`src/rtl/alu_pkg.sv`:
```
// Shared constants for the ALU command sequencer: opcode selects, state codes, uio bit map.
package alu_pkg;

    localparam int unsigned DATA_W  = 8;
    localparam int unsigned SEL_W   = 3;
    localparam int unsigned STATE_W = 3;

    localparam logic [SEL_W-1:0] OP_ADD = 3'b000;
    localparam logic [SEL_W-1:0] OP_AND = 3'b001;
    localparam logic [SEL_W-1:0] OP_OR  = 3'b010;
    localparam logic [SEL_W-1:0] OP_SHL = 3'b011;
    localparam logic [SEL_W-1:0] OP_SHR = 3'b100;

    localparam int unsigned ACC_BIT = 3;

    localparam logic [STATE_W-1:0] IDLE   = 3'd0;
    localparam logic [STATE_W-1:0] LOAD_A = 3'd1;
    localparam logic [STATE_W-1:0] LOAD_B = 3'd2;
    localparam logic [STATE_W-1:0] EXEC   = 3'd3;
    localparam logic [STATE_W-1:0] DONE   = 3'd4;

    localparam int unsigned UIO_STB   = 0;
    localparam int unsigned UIO_ABORT = 1;
    localparam int unsigned UIO_BUSY  = 2;
    localparam int unsigned UIO_DONE  = 3;
    localparam int unsigned UIO_ZERO  = 4;
    localparam int unsigned UIO_NEG   = 5;
    localparam int unsigned UIO_CARRY = 6;

    localparam logic [DATA_W-1:0] UIO_OE_MASK = 8'b1111_1100;

    // Loading operands or executing counts as busy.
    function automatic logic is_busy(input logic [STATE_W-1:0] s);
        return (s == LOAD_A) || (s == LOAD_B) || (s == EXEC);
    endfunction

endpackage

```
`src/rtl/alu_8bit.sv`:
```
// Combinational 8-bit ALU: add/and/or/shift-left/shift-right with zero, negative and carry flags.
module alu_8bit
    import alu_pkg::*;
(
    input  logic [DATA_W-1:0] A,
    input  logic [DATA_W-1:0] B,
    input  logic [SEL_W-1:0]  SEL,
    output logic [DATA_W-1:0] RESULT,
    output logic              ZERO,
    output logic              NEGATIVE,
    output logic              CARRY
);

    logic [DATA_W:0] sum;

    // Carry is only meaningful for the adder; every other operation reports 0.
    always_comb begin
        sum    = {1'b0, A} + {1'b0, B};
        RESULT = '0;
        CARRY  = 1'b0;
        case (SEL)
            OP_ADD: begin
                RESULT = sum[DATA_W-1:0];
                CARRY  = sum[DATA_W];
            end
            OP_AND:  RESULT = A & B;
            OP_OR:   RESULT = A | B;
            OP_SHL:  RESULT = {A[DATA_W-2:0], 1'b0};
            OP_SHR:  RESULT = {1'b0, A[DATA_W-1:1]};
            default: RESULT = '0;
        endcase
    end

    assign ZERO     = (RESULT == '0);
    assign NEGATIVE = RESULT[DATA_W-1];

endmodule

```
`src/rtl/strobe_sync.sv`:
```
// Two-flop synchronizer; with EDGE_OUT set, a third flop turns the output into a rising-edge pulse.
module strobe_sync #(
    parameter bit EDGE_OUT = 1'b1
) (
    input  logic clk,
    input  logic rst_n,
    input  logic async_in,
    output logic sync_c
);

    logic s1;
    logic s2;

    always_ff @(posedge clk or negedge rst_n) begin
        if (!rst_n) begin
            s1 <= 1'b0;
            s2 <= 1'b0;
        end else begin
            s1 <= async_in;
            s2 <= s1;
        end
    end

    generate
        if (EDGE_OUT) begin : g_edge
            logic s3;
            always_ff @(posedge clk or negedge rst_n) begin
                if (!rst_n) s3 <= 1'b0;
                else        s3 <= s2;
            end
            assign sync_c = s2 & ~s3;
        end else begin : g_level
            assign sync_c = s2;
        end
    endgenerate

endmodule

```
`src/rtl/alu_cmd_sequencer.sv`:
```
// Byte-serial opcode/A/B loader driving alu_8bit; result and flags held on the pins until the next command.
// Optional ALU_ACCUM_EN: opcode bit 3 reuses the current result as A and skips the A byte.
module alu_cmd_sequencer
    import alu_pkg::*;
(
    input  logic              clk,
    input  logic              rst_n,
    input  logic              ena,
    input  logic [DATA_W-1:0] ui_in,
    input  logic [DATA_W-1:0] uio_in,
    output logic [DATA_W-1:0] uo_out,
    output logic [DATA_W-1:0] uio_out,
    output logic [DATA_W-1:0] uio_oe
);

    logic               stb_edge;
    logic               abort;
    logic [STATE_W-1:0] state;
    logic [STATE_W-1:0] state_next;
    logic               busy;
    logic               done;
    logic [DATA_W-1:0]  opcode;
    logic [DATA_W-1:0]  op_a;
    logic [DATA_W-1:0]  op_b;
    logic [DATA_W-1:0]  result;
    logic               flag_zero;
    logic               flag_neg;
    logic               flag_carry;
    logic [DATA_W-1:0]  alu_result;
    logic               alu_zero;
    logic               alu_neg;
    logic               alu_carry;
    logic               unused_bits;

    strobe_sync #(.EDGE_OUT(1'b1)) u_stb_sync (
        .clk      (clk),
        .rst_n    (rst_n),
        .async_in (uio_in[UIO_STB]),
        .sync_c   (stb_edge)
    );

    strobe_sync #(.EDGE_OUT(1'b0)) u_abort_sync (
        .clk      (clk),
        .rst_n    (rst_n),
        .async_in (uio_in[UIO_ABORT]),
        .sync_c   (abort)
    );

    alu_8bit u_alu (
        .A        (op_a),
        .B        (op_b),
        .SEL      (opcode[SEL_W-1:0]),
        .RESULT   (alu_result),
        .ZERO     (alu_zero),
        .NEGATIVE (alu_neg),
        .CARRY    (alu_carry)
    );

    // State register; busy/done are registered from the next state so they track it exactly.
    always_ff @(posedge clk or negedge rst_n) begin
        if (!rst_n) begin
            state <= IDLE;
            busy  <= 1'b0;
            done  <= 1'b0;
        end else begin
            state <= state_next;
            busy  <= is_busy(state_next);
            done  <= (state_next == DONE);
        end
    end

    // Next-state logic; abort outranks a coincident strobe edge, ena low freezes everything.
    always_comb begin
        state_next = state;
        if (ena) begin
            if (abort) begin
                state_next = IDLE;
            end else begin
                case (state)
                    IDLE, DONE: begin
                        if (stb_edge) begin
`ifdef ALU_ACCUM_EN
                            state_next = ui_in[ACC_BIT] ? LOAD_B : LOAD_A;
`else
                            state_next = LOAD_A;
`endif
                        end
                    end
                    LOAD_A:  if (stb_edge) state_next = LOAD_B;
                    LOAD_B:  if (stb_edge) state_next = EXEC;
                    EXEC:    state_next = DONE;
                    default: state_next = IDLE;
                endcase
            end
        end
    end

    // Opcode/operand capture and result/flag latch.
    always_ff @(posedge clk or negedge rst_n) begin
        if (!rst_n) begin
            opcode     <= '0;
            op_a       <= '0;
            op_b       <= '0;
            result     <= '0;
            flag_zero  <= 1'b0;
            flag_neg   <= 1'b0;
            flag_carry <= 1'b0;
        end else if (ena) begin
            if (abort) begin
                opcode <= '0;
                op_a   <= '0;
                op_b   <= '0;
            end else begin
                case (state)
                    IDLE, DONE: begin
                        if (stb_edge) begin
                            opcode <= ui_in;
`ifdef ALU_ACCUM_EN
                            if (ui_in[ACC_BIT]) op_a <= result;
`endif
                        end
                    end
                    LOAD_A: if (stb_edge) op_a <= ui_in;
                    LOAD_B: if (stb_edge) op_b <= ui_in;
                    EXEC: begin
                        result     <= alu_result;
                        flag_zero  <= alu_zero;
                        flag_neg   <= alu_neg;
                        flag_carry <= alu_carry;
                    end
                    default: ;
                endcase
            end
        end
    end

    always_comb begin
        uio_out            = '0;
        uio_out[UIO_BUSY]  = busy;
        uio_out[UIO_DONE]  = done;
        uio_out[UIO_ZERO]  = flag_zero;
        uio_out[UIO_NEG]   = flag_neg;
        uio_out[UIO_CARRY] = flag_carry;
    end

    assign uo_out = result;
    assign uio_oe = UIO_OE_MASK;

    assign unused_bits = &{1'b0, uio_in[DATA_W-1:2], opcode[DATA_W-1:SEL_W]};

endmodule

```
`config.mk`:
```
export PLATFORM = sky130hd
export DESIGN_NAME = alu_cmd_sequencer
export DESIGN_NICKNAME = d
export VERILOG_FILES = /design/src/rtl/alu_pkg.sv /design/src/rtl/alu_8bit.sv /design/src/rtl/strobe_sync.sv /design/src/rtl/alu_cmd_sequencer.sv
export SDC_FILE = /design/constraint.sdc
export NUM_CORES = 1
export LEC_CHECK = 0
export CAP_MARGIN = 20
export CORE_AREA = 3 3 58 87
export CTS_BUF_LIST = sky130_fd_sc_hd__clkbuf_4
export DETAILED_ROUTE_END_ITERATION = 10
export DIE_AREA = 0 0 61 90
export GPL_TIMING_DRIVEN = 0
export PLACE_DENSITY = 0.84
export SYNTH_ARGS = -nofsm -noshare
export SYNTH_HDL_FRONTEND = slang
export SYNTH_SLANG_ARGS = --single-unit
```
`constraint.sdc`:
```
create_clock -name clk -period 6.6 [get_ports clk]
set_input_delay 1.32 -clock clk [delete_from_list [all_inputs] [get_ports clk]]
set_output_delay 1.32 -clock clk [all_outputs]
set_load 0.05 [all_outputs]
```
==> results of run 1 <==
-- worst max-delay path: stages, from the launching register on --
cell,delay (ns)
dfrtp_1,0.38
buf_4,0.11
clkdlybuf4s50_1,0.78
-- cells in the final DEF (no fill, tap or decap), types with 3 or more instances in the layout --
cell type        netlist  layout
dfrtp_1               39      39
o21ai_0               29      29
nand2_1               24      24
inv_1                 23      23
clkdlybuf4s50_1        0      23
buf_4                 19      19
ha_1                  16      16
a21oi_1               11      11
conb_1                 2      11
nor2_1                10      10
nor2b_1                9       9
nor3_1                 7       7
mux2i_1                7       7
clkbuf_1               6       6
nand2b_1               5       5
mux2_2                 5       5
o21a_1                 5       5
clkbuf_4               0       5
a211oi_1               4       4
o22ai_1                3       3
xnor2_1                3       3
a31oi_1                3       3
nor4_1                 3       3
-- final cells by class --
| cell class | count | area, µm² | share of cell area |
|---|---|---|---|
| clock buffers | 5 | 37.5 | 0.0129 |
| flip-flops and latches | 39 | 976 | 0.336 |
| multi-input cells | 193 | 1320 | 0.453 |
| inverters | 23 | 86.3 | 0.0297 |
| clock inverters | 3 | 20.0 | 0.00690 |
| well taps | 46 | 57.6 | 0.0198 |
| plain buffers | 27 | 175 | 0.0603 |
| repair buffers | 24 | 235 | 0.0810 |
-- final timing paths --
kind / endpoint / depth (start not counted) / start
worst max-delay path: uio_out[6] / 2 / flag_carry
min in group asynchronous: op_b[7] / 1 / rst_n
worst min register to register: u_abort_sync.sync_c / 0 / u_abort_sync.s1
worst max register to register: flag_zero / 8 / op_a[0]
worst min-delay path: u_abort_sync.sync_c / 0 / u_abort_sync.s1
max in group asynchronous: op_b[5] / 1 / rst_n
-- where the power goes --
group / leakage, nW / internal [W] / switching (W) / total [W]
clock: 0.0272 / 0.0000407 / 0.0000845 / 0.000125
combinational: 0.773 / 0.000159 / 0.000255 / 0.000414
sequential: 0.506 / 0.000286 / 0.0000381 / 0.000324
total: 1.31 / 0.000485 / 0.000378 / 0.000863
-- routing by layer --
metal | track usage | wire length [µm] | up-vias
met4 | 0.0796 | 95 | 0
met5 | 0 | 0 | -
li1 | - | - | 1007
met3 | 0.0401 | 219 | 8
met1 | 0.254 | 2240 | 965
met2 | 0.388 | 3010 | 64
-- logic make-up (layout without fill, tap and decap cells) --
kind of cell | after synthesis | after routing | share of synthesized area
AOI/OAI and AO/OA | 77 | 77 | 0.200
and+or+nand+nor | 72 | 72 | 0.152
buffers and inverters | 50 | 82 | 0.104
DFF | 39 | 39 | 0.387
adders and majority gates | 17 | 17 | 0.0874
muxes | 13 | 13 | 0.0561
xor gates and xnor gates | 3 | 3 | 0.0104
other | 2 | 11 | 0.00298
-- state kept, by name (all words and copies together) (netlist names) --
signal and count:
done 1, flag_carry 1, u_stb_sync.g_edge.s3 1, u_stb_sync.s1 1, u_abort_sync.sync_c 1, u_stb_sync.s2 1, uo_out 8, u_abort_sync.s1 1
op_a 8, op_b 8, flag_zero 1, busy 1, opcode 3, state 3
-- stage by stage --
| step | area, µm² | instances | total power (W) | utilization |
|---|---|---|---|---|
| 2_1_floorplan | 2550 | 282 | 0.000624 | - |
| 3_3_place_gp | 2850 | 352 | 0.000731 | 0.660 |
| 3_5_place_dp | 2850 | 352 | 0.000743 | 0.659 |
| 4_1_cts | 2900 | 360 | 0.000869 | 0.672 |
| 5_1_grt | 2900 | 360 | 0.000921 | 0.672 |
| 6_report | 2900 | 360 | 0.000863 | 0.672 |
==> flow_metrics.py, run 1 <==
metrics = {
    "outcome": {
        "outcome": "completed",
    },
    "place": {
        "place_ws_ns": 3.72,
        "place.gp.congestion": 0.946,
        "dp_hpwl_um": 4290,
        "placement.io_buffers": 24,
    },
    "cts": {
        "cts.sinks": 39,
        "cts_buffer_depth": 2,
        "cts_setup_buffers": 0,
        "clk_pin_slew_worst_paths_ns": 0.12,
        "cts_tree": "built",
        "h-tree-depth": 2,
        "cts-root-buf": "clkbuf_4",
        "post_cts_resize_count": 0,
        "ctsHoldBuffers": 0,
        "cts_made_buffers": 5,
        "clk_latency_ns": 0.35,
    },
    "final_layout": {
        "fillers": 356,
        "drive_above_1_share": 0.143,
        "antenna_cells": 0,
        "syn_to_final_growth_pct": 15.3,
        "layout.nets": 349,
    },
    "flow_run": {
        "drv_cap": 0,
    },
    "floorplan": {
        "rows": 29,
        "die_area_um2": 5490,
        "io_pins": 43,
        "die_width_um": 61,
        "initial_utilization": 0.583,
        "core_um2": 4320,
        "die_height_um": 90,
    },
    "yosys": {
        "synth_area_leaders": "dfrtp_1, ha_1, o21ai_0",
        "synthFlopType": "dfrtp_1",
        "yosysSeqAreaShare": 0.387,
        "postSynth.asyncResetShare": 1.00,
        "synth_top_area_cell": "dfrtp_1",
        "synthDominantCellAreaShare": 0.387,
        "synth_edf_count": 0,
        "synth.distinct_cells": 54,
        "yosys.cell_count.top_type": "dfrtp_1",
        "syn_area_um2": 2520,
        "synthTopCellsByCount": "dfrtp_1, o21ai_0, nand2_1",
        "syn_area_per_cell_um2": 9.23,
        "ys_seq_elements": 39,
        "syn_inst": 273,
        "yosys_warnings": 0,
    },
    "global_route": {
        "grt_max_degree": 40,
        "gr-total-overflow": 0,
        "grt_use_total": 0.220,
        "grt_first_pass_wirelength_um": 9260,
        "grt_pass1_vias": 2075,
        "antenna_found_initial": 0,
    },
    "routing": {
        "post_drt_wl_per_cell_um": 15.4,
        "dr_total_vias": 2044,
        "vias_per_cell": 5.68,
        "drtIter0Drc": 82,
        "drc_errors": 0,
        "drtAntennaViolNets": 0,
        "dr.pass1.iters": 4,
        "wl_um": 5560,
    },
    "hold_path": {
        "min_path_type": "reg2reg",
    },
    "timing": {
        "relSlewSlack": 0.430,
        "fmax_ghz": 0.339,
        "slew_violations": 0,
        "setup_violations": 0,
        "fin_skew_ns": 0.00849,
        "rsz0062_at_grt": "false",
        "fin_crit_ns": 2.95,
        "hold_viol": 0,
        "fin_ws_ns": 3.65,
        "hold_slack_ns": 0.371,
        "fin_crit_sh": 0.447,
        "fin_setup_tns_ns": 0,
        "worst_pin_slew_ns": 0.855,
    },
    "critical_path": {
        "worstPathArrival_ns": 1.63,
        "crit_fanout": 2,
        "cp-end-kind": "output port",
        "path_class": "reg2out",
        "required_ns": 5.28,
        "reg2reg_slack_ns": 4.02,
        "crit_path_start_kind": "flop",
    },
    "power_and_ir_drop": {
        "power_density_nw_per_um2": 297,
        "p_leak_nw": 1.31,
        "ir_drop_mv": 0.195,
    },
}
No activity file was read; power rests on OpenSTA's default activity.
==> run 2, diff against run 1 <==
CORE_AREA = 3 3 60 89   (was 3 3 58 87)
DIE_AREA = 0 0 63 92   (was 0 0 61 90)
PLACE_DENSITY = 0.8   (was 0.84)
clock period = 2.9 ns   (was 6.6 ns; I/O delays follow)
==> run 2 against run 1 <==
Power is 130% higher. Die area is 5.6% higher. Utilization decreased by 3.8 points. Final cell count rose by 5.0%. Routed wire length decreased by 1.5%. Sequential share of layout area is 0.32 points lower. Setup slack got worse by 3.4 ns. Global-route usage is 1.8 points lower. Clock-buffer cell count unchanged. Cell area rose by 0.95%. Hold slack worse by 0.057 ns. Sequential power increased by 130%.
==> flow_metrics.py, run 2 (synthesis results as in run 1) <==
metrics = {
    "routing": {
        "met1_length_um": 2220,
        "wl_met2_um": 3000,
        "post_drt_wl_per_cell_um": 14.5,
        "wl_met3_um": 182,
        "wl_um": 5480,
        "dr.pass1.iters": 4,
        "vias_per_cell": 5.33,
        "dr_total_vias": 2014,
        "drc_errors": 0,
        "drtIter0Drc": 91,
        "top_layer": "met4",
        "drtAntennaViolNets": 0,
    },
    "final_layout": {
        "syn_to_final_growth_pct": 16.3,
        "layout_common_cells": "dfrtp_1, o21ai_0, nand2_1, inv_1, clkdlybuf4s50_1",
        "layout_commonest_cell": "dfrtp_1",
        "layout.nets": 349,
        "fin_util": 0.635,
        "antenna_cells": 0,
        "drive_above_1_share": 0.143,
    },
    "place": {
        "dp_hpwl_um": 4160,
        "place_ws_ns": 0.312,
        "placement.io_buffers": 24,
        "place.gp.congestion": 0.918,
    },
    "critical_path": {
        "crit_chain": "ha_1 -> fa_1 -> a211oi_1 -> or4b_1 -> a21boi_0 -> a211oi_1 -> nand4_1 -> o31ai_2",
        "crit_path_start_kind": "flop",
        "worstPathArrival_ns": 2.90,
        "crit_fanout": 4,
        "path_class": "reg2reg",
        "critPathMaxStageDelay_ns": 0.46,
        "cp-end-kind": "flop",
        "worst_path_max_delay_cell": "fa_1",
        "crit_top_cell": "a211oi_1",
        "required_ns": 3.16,
    },
    "cts": {
        "cts_tree": "built",
        "clk_pin_slew_worst_paths_ns": 0.14,
        "post_cts_resize_count": 0,
        "cts_setup_buffers": 0,
        "cts.sinks": 39,
        "ctsHoldBuffers": 0,
        "cts_buffer_depth": 2,
        "cts_made_buffers": 5,
        "clk_latency_ns": 0.36,
        "h-tree-depth": 2,
        "cts-root-buf": "clkbuf_4",
    },
    "global_route": {
        "gr-total-overflow": 0,
        "grt_use_total": 0.202,
        "grt_first_pass_wirelength_um": 9380,
        "antenna_found_initial": 0,
        "grt_max_degree": 40,
        "grt_pass1_vias": 1983,
    },
    "timing": {
        "hold_viol": 0,
        "fin_crit_sh": 0.910,
        "slew_violations": 0,
        "rsz0062_at_grt": "false",
        "setup_violations": 0,
        "fin_crit_ns": 2.64,
        "fin_ws_ns": 0.261,
        "worst_pin_slew_ns": 0.851,
        "relSlewSlack": 0.433,
        "fmax_ghz": 0.379,
        "fin_skew_ns": 0.0165,
        "fin_setup_tns_ns": 0,
    },
    "floorplan": {
        "die_area_um2": 5800,
        "die_width_um": 63,
        "io_pins": 43,
        "core_um2": 4620,
        "rows": 30,
        "die_height_um": 92,
        "initial_utilization": 0.546,
    },
    "power_and_ir_drop": {
        "p_leak_nw": 1.31,
        "finalPower_w": 0.00197,
        "power_density_nw_per_um2": 673,
        "ir_drop_mv": 0.482,
    },
    "outcome": {
        "outcome": "completed",
    },
    "hold_path": {
        "min_path_type": "in2async",
    },
    "flow_run": {
        "drv_cap": 0,
    },
}
==> run 2: power breakdown <==
part,internal (W),switching [W]
logic,0.000361,0.000577
registers,0.000650,0.0000836
clock network,0.0000973,0.000202
==> run 2: path summary, 6_finish.rpt <==
check                                 from             endpoint  slack (ns)  depth (start not counted)
setup / recovery                   op_a[0]            flag_zero        0.26                          8
hold / removal                       rst_n        u_stb_sync.s1        0.31                          1
setup reg to reg                   op_a[0]            flag_zero        0.26                          8
hold reg to reg            u_abort_sync.s1  u_abort_sync.sync_c        0.37                          0
max in group asynchronous            rst_n              op_a[4]        2.05                          1
min in group clk           u_abort_sync.s1  u_abort_sync.sync_c        0.37                          0
==> run 2: layer usage <==
metal,up-vias,track usage
met4,0,0.0700
met3,6,0.0221
li1,1001,-
met5,-,0
met1,958,0.237
met2,49,0.375
==> run 2: final cells by class <==
| cell class | instances | area, µm² |
|---|---|---|
| inverter | 23 | 86.3 |
| clock buffer | 5 | 37.5 |
| timing repair buffer | 24 | 235 |
| multi-input combinational | 193 | 1320 |
| fill | 406 | 1690 |
| clock inverter | 3 | 25.0 |
| sequential | 39 | 976 |
| tap | 64 | 80.1 |
| buffer | 27 | 175 |
==> run 2: critical path, delay by kind of cell (launching register included) <==
family / cells / cell delay, ns
AO/OA/AOI/OAI: 4 / 1.04
flip-flops: 1 / 0.42
AND/OR/NAND/NOR: 2 / 0.37
adder cells (fa/ha/maj): 2 / 0.73
==> run 2: metrics by stage <==
stage | hold WS (ns) | instance area (µm²) | instances
after floorplan | 0.284 | 2550 | 282
after global placement | 0.343 | 2870 | 370
after detailed placement | 0.337 | 2870 | 370
after CTS | 0.335 | 2930 | 378
after global routing | 0.355 | 2930 | 378
final | 0.314 | 2930 | 378
==> run 3, diff against run 2 <==
CORE_AREA = 3 3 76 78   (was 3 3 60 89)
DIE_AREA = 0 0 79 81   (was 0 0 63 92)
PLACE_DENSITY = 0.77   (was 0.8)
SYNTH_HIERARCHICAL = 1   (was unset)
clock period = 2.34 ns   (was 2.9 ns; I/O delays follow)
==> run 3 against run 2 <==
The run now ends with setup timing left. Highest routed layer unchanged. Critical path depth rose by 1. Critical path type unchanged. Flip-flop and latch count rose by 1. Routed wire length fell by 2.8%.
==> flow_metrics.py, run 3 <==
metrics = {
    "critical_path": {
        "path_class": "reg2reg",
        "crit_path_start_kind": "flop",
        "reg2reg_slack_ns": -0.16,
        "cp-end-kind": "flop",
        "critPathBufInv": 0,
        "crit_chain": "ha_2 -> fa_2 -> a21o_4 -> a221oi_4 -> xnor2_1 -> o21ai_1 -> or4_1 -> nor4_2 -> mux2_4",
        "cp_top_family": "compound AO/OA/AOI/OAI gates",
        "worstPathArrival_ns": 2.78,
        "crit_fanout": 2,
        "required_ns": 2.62,
        "worst_path_max_delay_cell": "or4_1",
        "critPathMaxStageDelay_ns": 0.42,
    },
    "final_layout": {
        "antenna_cells": 0,
        "syn_to_final_growth_pct": 20.7,
        "drive_above_1_share": 0.233,
        "layout_commonest_cell": "dfrtp_1",
        "layout.nets": 353,
        "instances_no_fill": 388,
        "layout_common_cells": "dfrtp_1, o21ai_0, buf_4, nand2_1, clkdlybuf4s50_1",
    },
    "timing": {
        "fin_ws_ns": -0.160,
        "relSlewSlack": 0.422,
        "fmax_ghz": 0.400,
        "rsz0062_at_grt": "true",
        "slew_violations": 0,
        "fin_skew_ns": 0.00736,
        "setup_violations": 1,
        "hold_slack_ns": 0.233,
        "fin_setup_tns_ns": -0.160,
        "fin_crit_ns": 2.50,
        "hold_viol": 0,
        "worst_pin_slew_ns": 0.866,
        "fin_crit_sh": 1.07,
    },
    "place": {
        "placement.io_buffers": 25,
        "dp.cells": 372,
        "dp_hpwl_um": 4100,
        "place.gp.congestion": 0.935,
    },
    "floorplan": {
        "rows": 26,
        "initial_utilization": 0.499,
        "die_width_um": 79,
        "io_pins": 43,
        "die_area_um2": 6400,
        "core_um2": 5140,
        "die_height_um": 81,
    },
    "routing": {
        "wl_um": 5320,
        "dr_total_vias": 2052,
        "drc_errors": 0,
        "drtAntennaViolNets": 0,
        "post_drt_wl_per_cell_um": 13.7,
        "drtIter0Drc": 207,
        "vias_per_cell": 5.29,
        "dr.pass1.iters": 4,
    },
    "yosys": {
        "synth_top_area_cell": "dfrtp_1",
        "syn_area_um2": 2560,
        "synthTopCellsByCount": "dfrtp_1, o21ai_0, nand2_1",
        "postSynth.asyncResetShare": 1.00,
        "synth.distinct_cells": 61,
        "syn_area_per_cell_um2": 9.57,
        "synth_edf_count": 0,
        "synthFlopType": "dfrtp_1",
        "synth_area_leaders": "dfrtp_1, ha_1, buf_4",
        "ys_seq_elements": 40,
        "yosys.cell_count.top_type": "dfrtp_1",
        "syn_inst": 268,
        "yosys_warnings": 6,
        "synthDominantCellAreaShare": 0.390,
        "yosysSeqAreaShare": 0.390,
    },
    "outcome": {
        "outcome": "finished, violations left",
        "failed_checks": "setup timing",
    },
    "cts": {
        "cts_buffer_depth": 2,
        "cts_tree": "built",
        "h-tree-depth": 2,
        "clk_pin_slew_worst_paths_ns": 0.12,
        "cts_made_buffers": 5,
        "cts.sinks": 40,
        "clk_latency_ns": 0.33,
        "cts-root-buf": "clkbuf_4",
    },
    "power_and_ir_drop": {
        "power_density_nw_per_um2": 719,
        "finalPower_w": 0.00223,
        "p_leak_nw": 1.42,
        "ir_drop_mv": 0.507,
    },
    "flow_run": {
        "drv_cap": 0,
    },
    "hold_path": {
        "min_path_type": "in2async",
    },
    "global_route": {
        "grt_max_degree": 41,
        "gr-total-overflow": 0,
        "grt_first_pass_wirelength_um": 9120,
        "grt_pass1_vias": 1946,
        "grt_use_total": 0.182,
        "antenna_found_initial": 0,
    },
}
[run 3: cell count changes in the layout (fill, tap and decap cells not counted), sizes merged, moves of 3 or more]
| cell | before | now |
|---|---|---|
| buf | 21 | 34 |
| mux2 | 6 | 13 |
| mux2i | 7 | 1 |
| nor3 | 7 | 1 |
| clkbuf | 12 | 7 |
| nor2b | 9 | 4 |
| nand2b | 5 | 9 |
| nor3b | 1 | 5 |
| o21a | 5 | 1 |
| a32o | 0 | 3 |
| o22ai | 3 | 0 |
[run 3: worst paths after layout]
| path | end | start | depth (start not counted) |
|---|---|---|---|
| min reg2reg | u_stb_sync/s2 | u_stb_sync/s1 | 0 |
| min in group clk | u_stb_sync/s2 | u_stb_sync/s1 | 0 |
| max reg2reg | flag_zero | op_a[0] | 9 |
| max | flag_zero | op_a[0] | 9 |
| max in group asynchronous | op_a[1] | rst_n | 1 |
| min | state[1] | rst_n | 1 |
[run 3: cell type report]
class                      instances  area, µm²
clock inverter                     3       13.8
fill                             472       2050
sequential                        40       1000
inverter                          24       90.1
clock buffer                       5       37.5
timing repair buffer              33        305
multi-input combinational        186       1380
buffer                            27        181
tap                               70       87.6
[run 3: cell families (layout without fill, tap and decap cells)]
kind of cell             Yosys count  count (layout)  synth area share
XOR/XNOR                           3               3            0.0103
buffers and inverters             51              92             0.106
AND/OR/NAND/NOR                   71              71             0.160
multiplexers                      14              14            0.0625
other                              2              11           0.00293
AO/OA/AOI/OAI                     70              70             0.182
flip-flops                        40              40             0.390
adder cells (fa/ha/maj)           17              17            0.0859
[run 3: stage by stage]
| stage | utilization | cell area, µm² | setup slack (ns) |
|---|---|---|---|
| after floorplan | - | 2620 | -0.105 |
| after global placement | 0.575 | 2950 | -0.457 |
| after detailed placement | 0.574 | 2950 | -0.487 |
| after CTS | 0.599 | 3080 | -0.200 |
| after global routing | 0.602 | 3090 | -0.276 |
| final | 0.602 | 3090 | -0.160 |
[run 3: power by group]
group          internal (W)  switching (W)
Clock              0.000110       0.000212
Sequential         0.000797      0.0000830
Combinational      0.000421       0.000602
[run 3: layer usage]
metal / global-route usage / part of all wire / vias to the layer above / routed length [µm]
met2: 0.304 / 0.48 / 67 / 2560
met4: 0.0653 / 0.020 / 0 / 106
met5: 0 / 0 / - / 0
li1: - / - / 1013 / -
met1: 0.238 / 0.44 / 957 / 2330
met3: 0.0322 / 0.060 / 15 / 322
[run 3: what timing repair did]
| action | in CTS | in global routing |
|---|---|---|
| pin swaps | 7 | 1 |
| endpoints found under the hold margin | 0 | 0 |
| buffers inserted | 8 | 3 |
| resized for setup | 4 | 5 |
| hold buffers | 0 | 0 |
| endpoints found under the setup margin | 1 | 5 |
